==> config.mk <==
export PLATFORM = sky130hd
export DESIGN_NAME = mul2x2_seq_ctrl
export DESIGN_NICKNAME = d
export VERILOG_FILES = /design/src/rtl/mul2x2_seq_ctrl.sv
export SDC_FILE = /design/constraint.sdc
export NUM_CORES = 1
export LEC_CHECK = 0
export BUFFER_PORTS_ARGS = -buffer_cell sky130_fd_sc_hd__buf_2
export CORE_ASPECT_RATIO = 0.75
export CORE_MARGIN = 2
export CORE_UTILIZATION = 45
export DETAILED_ROUTE_END_ITERATION = 10
export GPL_TIMING_DRIVEN = 0
export PLACE_DENSITY = 0.67
export RECOVER_POWER = 25
export SYNTH_ARGS = -nofsm -noshare
export SYNTH_HDL_FRONTEND = slang
export SYNTH_SLANG_ARGS = --single-unit
==> constraint.sdc <==
create_clock -name clk -period 4.2 [get_ports clk]
set_clock_uncertainty 0.2 [all_clocks]
set_input_delay 0.84 -clock clk [delete_from_list [all_inputs] [get_ports clk]]
set_output_delay 0.84 -clock clk [all_outputs]
set_load 0.005 [all_outputs]
==> src/rtl/mul2x2_seq_ctrl.sv <==
// Sequencer that builds a 4x4 unsigned product from four passes through an
// external 2x2 multiplier core, shift-accumulating and counting inexact core outputs.
module mul2x2_seq_ctrl #(
  parameter int ERR_W  = 8,
  parameter bit SAT_EN = 1'b1
) (
  input  logic             clk,
  input  logic             rst,
  input  logic             in_valid,
  output logic             in_ready,
  input  logic [3:0]       a,
  input  logic [3:0]       b,
  output logic             out_valid,
  input  logic             out_ready,
  output logic [7:0]       res,
  output logic             res_sat,
  output logic             res_err,
  output logic [ERR_W-1:0] err_cnt,
  input  logic             err_clr,
  output logic [1:0]       core_a,
  output logic [1:0]       core_b,
  input  logic [3:0]       core_p
);

  typedef enum logic [1:0] {IDLE, RUN, DONE} state_t;

  state_t     state, state_nxt;
  logic [1:0] step;
  logic [3:0] a_q, b_q;
  logic [8:0] acc, acc_nxt, addend;
  logic       err_q;
  logic [3:0] exact;
  logic       mis;

  always_comb begin
    state_nxt = state;
    in_ready  = 1'b0;
    out_valid = 1'b0;
    core_a    = 2'd0;
    core_b    = 2'd0;
    addend    = 9'd0;
    case (state)
      IDLE: begin
        in_ready = 1'b1;
        if (in_valid) state_nxt = RUN;
      end
      RUN: begin
        // step[0] selects the high half of a, step[1] the high half of b
        core_a = step[0] ? a_q[3:2] : a_q[1:0];
        core_b = step[1] ? b_q[3:2] : b_q[1:0];
        case (step)
          2'd0:    addend = {5'd0, core_p};
          2'd3:    addend = {1'b0, core_p, 4'd0};
          default: addend = {3'd0, core_p, 2'd0};
        endcase
        if (step == 2'd3) state_nxt = DONE;
      end
      DONE: begin
        out_valid = 1'b1;
        if (out_ready) state_nxt = IDLE;
      end
      default: state_nxt = IDLE;
    endcase
  end

  assign exact   = {2'd0, core_a} * {2'd0, core_b};
  assign mis     = (state == RUN) && (core_p != exact);
  assign acc_nxt = acc + addend;

  always_ff @(posedge clk) begin
    if (rst) begin
      state   <= IDLE;
      step    <= 2'd0;
      acc     <= 9'd0;
      a_q     <= 4'd0;
      b_q     <= 4'd0;
      err_q   <= 1'b0;
      res     <= 8'd0;
      res_sat <= 1'b0;
      res_err <= 1'b0;
    end else begin
      state <= state_nxt;
      case (state)
        IDLE: if (in_valid) begin
          a_q   <= a;
          b_q   <= b;
          acc   <= 9'd0;
          err_q <= 1'b0;
          step  <= 2'd0;
        end
        RUN: begin
          acc   <= acc_nxt;
          err_q <= err_q | mis;
          step  <= step + 2'd1;
          if (step == 2'd3) begin
            res     <= (SAT_EN && acc_nxt[8]) ? 8'hFF : acc_nxt[7:0];
            res_sat <= acc_nxt[8];
            res_err <= err_q | mis;
          end
        end
        default: ;
      endcase
    end
  end

  // Clear wins over a same-cycle mismatch; count sticks at all-ones
  always_ff @(posedge clk) begin
    if (rst || err_clr)
      err_cnt <= '0;
    else if (mis && (err_cnt != {ERR_W{1'b1}}))
      err_cnt <= err_cnt + ERR_W'(1);
  end

endmodule

==> summary.txt <==
Run status
  – Status: complete, no violations

GRT
  – Tot GR Track Use: between 20 and 25%
  – Gr busiest metal: met1
  – Initial antenna violation count: 0
  – Grt met3 use: approximately 4.6%
  – Vias in the first global route: ~2,000
  – Met1 Usage GRT: 31.5%
  – Global-route wire length before repair: about 9.5 mm
  – Met2 usage: 31.4%
  – GRT overflow: 0
  – Largest net degree at the start of global routing: 14

Placement
  – PortBufs: 39
  – GPL Wtd Cong: 0.838
  – DP Wirelength: ~4.2 mm
  – Area post-placement: 0.00254 mm²

Floorplanning
  – Die Y: between 60 and 70 µm
  – Initial core utilization: approximately 47%
  – Rows: 22
  – Die width: between 80 and 90 µm
  – Core area: around 0.0049 mm²
  – Total die area: approximately 0.0056 mm²
  – I/O pin count: approximately 40

Clock tree
  – Cts bufs inserted: 5
  – H-tree Lvls: 2
  – Root buf cell: clkbuf_8
  – TritonCTS clock tree: done
  – Clock sinks: 40
  – Cts hold-fix bufs: 0
  – Post-CTS sizing: 0
  – Clock Tree Buf Depth: 2
  – Setup repair bufs after CTS: 0
  – Clk slew on worst S/H paths: ~0.080 ns
  – Clock Latency Late Sink: approximately 0.3 ns

Timing
  – Fmax: approximately 260 MHz
  – Worst-Margin Slew: slightly below 1 ns
  – Final period util: about nine tenths
  – Slew margin rel.: between 30% and 40%
  – Final Hold Vio Count: 0
  – RSZ-0062 raised after global routing: no
  – TNS Setup: 0 ns
  – Final Max Slew Viols: 0
  – # setup viols final: 0
  – Final worst path period need: between 3 and 4 ns

Logic synthesis
  – Post-synthesis cell count: between 200 and 300
  – Syn Std Cell Area: 0.00227 mm²
  – Synth unique cells: 45
  – Syn_nets: roughly 310
  – Top-count cell post-synth: dfxtp_1
  – Post-synthesis compound-gate area fraction: a little under a fifth
  – Multiplexer share of the synthesized area: under 10%
  – Largest area contributor in the netlist: dfxtp_1
  – Ys flop type: dfxtp_1
  – Sequential share of the synthesized area: between 30% and 40%
  – #FFs+latches synth: 40
  – Main combinational cell family by area after synthesis: simple AND/OR/NAND/NOR gates
  – Avg Inst Size Synth: between 8 and 9 µm²
  – Top cell type's share of synthesized area: between 30% and 40%
  – Adder-Cell Fraction of Synth Area: about 8.0%
  – Post-synthesis simple-gate area fraction: 27.6%
  – Synth warn: 0
  – Most instantiated cells after synthesis: 40 x dfxtp_1, 35 x nor2_1, 34 x nand2_1
  – Share of async-settable or async-resettable flops after synthesis: 0%
  – Synth top area cells: dfxtp_1 35%, ha_1 7.2%, nor2_1 5.8%
  – Xor/xnor share of the synthesized area: 3.47%
  – Number of synthesized flops with an enable pin: 0

Layout
  – Fin area: approximately 0.0026 mm²
  – ANT cells: 0
  – Layout cells sized above 1: 15.5%
  – Nets: around 360
  – Layout area overhead: 15.5%

Drt
  – DRT iter0 DRCs: 99
  – Antenna violation net count after detailed routing: 0
  – Wirelength per Cell: around 15 µm
  – First-pass detailed-route iteration total: 4
  – Via count: 2,163
  – Routed Wire Length: around 5.7 mm
  – Drc violations: 0
  – Vias per cell: roughly 5.6

Worst setup path
  – CP Data Arrival Time: roughly 3.7 ns
  – Worst setup EP type: flip-flop
  – CP Launch Type: flip-flop
  – Largest fanout on the critical path: 10
  – CP required: slightly above 4 ns
  – Critical path class: flip-flop to flip-flop

Run
  – Max Cap Viol: 0

Power
  – Maximum vdd drop: 0.128 mV
  – Overall Power: 756 µW
  – PwrDens: 288 mW/mm²
  – LEAKAGE: approximately 1.1 nW

Hold path
  – Hold Crit Class: flip-flop to flip-flop
==> sequential cells by signal, summed over array words and instances, names as in the netlist <==
register,cells
res,8
res_err,1
state,2
acc,9
res_sat,1
step,2
a_q,4
err_cnt,8
err_q,1
b_q,4
==> power by group <==
| part | leakage (nW) | internal, mW | total, mW | switching, mW |
|---|---|---|---|---|
| Clock | 0.0479 | 0.116 | 0.256 | 0.141 |
| Sequential | 0.324 | 0.389 | 0.395 | 0.00636 |
| Combinational | 0.731 | 0.0363 | 0.104 | 0.0680 |
| Total | 1.10 | 0.541 | 0.756 | 0.215 |
==> layout by cell type (no fill, tap or decap), types with 4 or more instances in the layout <==
cell and n:
inv_1 6, or3_1 4, o21ai_0 5, nor3_1 7, nor2b_1 5, nand2_1 34
nand3_1 14, dfxtp_1 40, a21oi_1 25, a211oi_1 8, ha_1 13, xor2_1 6
clkbuf_1 17, mux2i_1 4, clkbuf_8 5, nor2_1 35, nand2b_1 6, buf_2 35
o31ai_1 5
==> per-layer routing <==
layer  part of all wire, %  wire length [µm]  up-vias
met1                    53              3030      976
met3                   5.8               333        7
met4                  0.82                47        0
li1                      -                 -     1103
met2                    41              2330       77
met5                     0                 0        -
==> cell families after synthesis <==
kind of cell / count (synthesis)
and+or+nand+nor: 126
adders and majority gates: 14
AOI/OAI and AO/OA: 65
buffers and inverters: 22
DFF: 40
muxes: 6
xor gates and xnor gates: 9
==> stage by stage <==
| step | std cells | util, % | hold WS, ns | worst slack (ns) |
|---|---|---|---|---|
| 5_1_grt | 389 | 53.9 | 0.278 | 0.0724 |
| 4_1_cts | 389 | 54.0 | 0.257 | 0.411 |
| 2_1_floorplan | 282 | - | 0.233 | 0.853 |
| 3_3_place_gp | 381 | 52.2 | 0.241 | 0.476 |
| 3_5_place_dp | 381 | 52.2 | 0.245 | 0.427 |
| 6_report | 389 | 53.9 | 0.255 | 0.395 |
==> final timing paths <==
kind | start | to | slack [ns] | cells past startpoint
worst max-delay path | step[1] | res[7] | 0.39 | 11
worst min register to register | a_q[3] | a_q[3] | 0.26 | 2
worst max register to register | step[1] | res[7] | 0.39 | 11
worst min-delay path | a_q[3] | a_q[3] | 0.26 | 2
==> final cells by class <==
class                           count  area (µm²)
Inverter                            6        22.5
Buffer                             16        71.3
Timing Repair Buffer               39         190
Multi-Input combinational cell    220        1380
Fill cell                         493        2240
Clock inverter                      3        18.8
Clock buffer                        5        68.8
Sequential cell                    40         801
Tap cell                           60        75.1
==> worst max-delay path, stage by stage, from the launching register on <==
cell and delay [ns]:
dfxtp_1 0.45, inv_1 0.07, ha_1 0.27, buf_1 0.30, and4b_1 0.24, ha_1 0.22
fa_1 0.44, a211oi_1 0.24, o31ai_1 0.15, o31ai_2 0.38, xor2_1 0.51, a311oi_1 0.17
(Power assumes the default switching activity.)
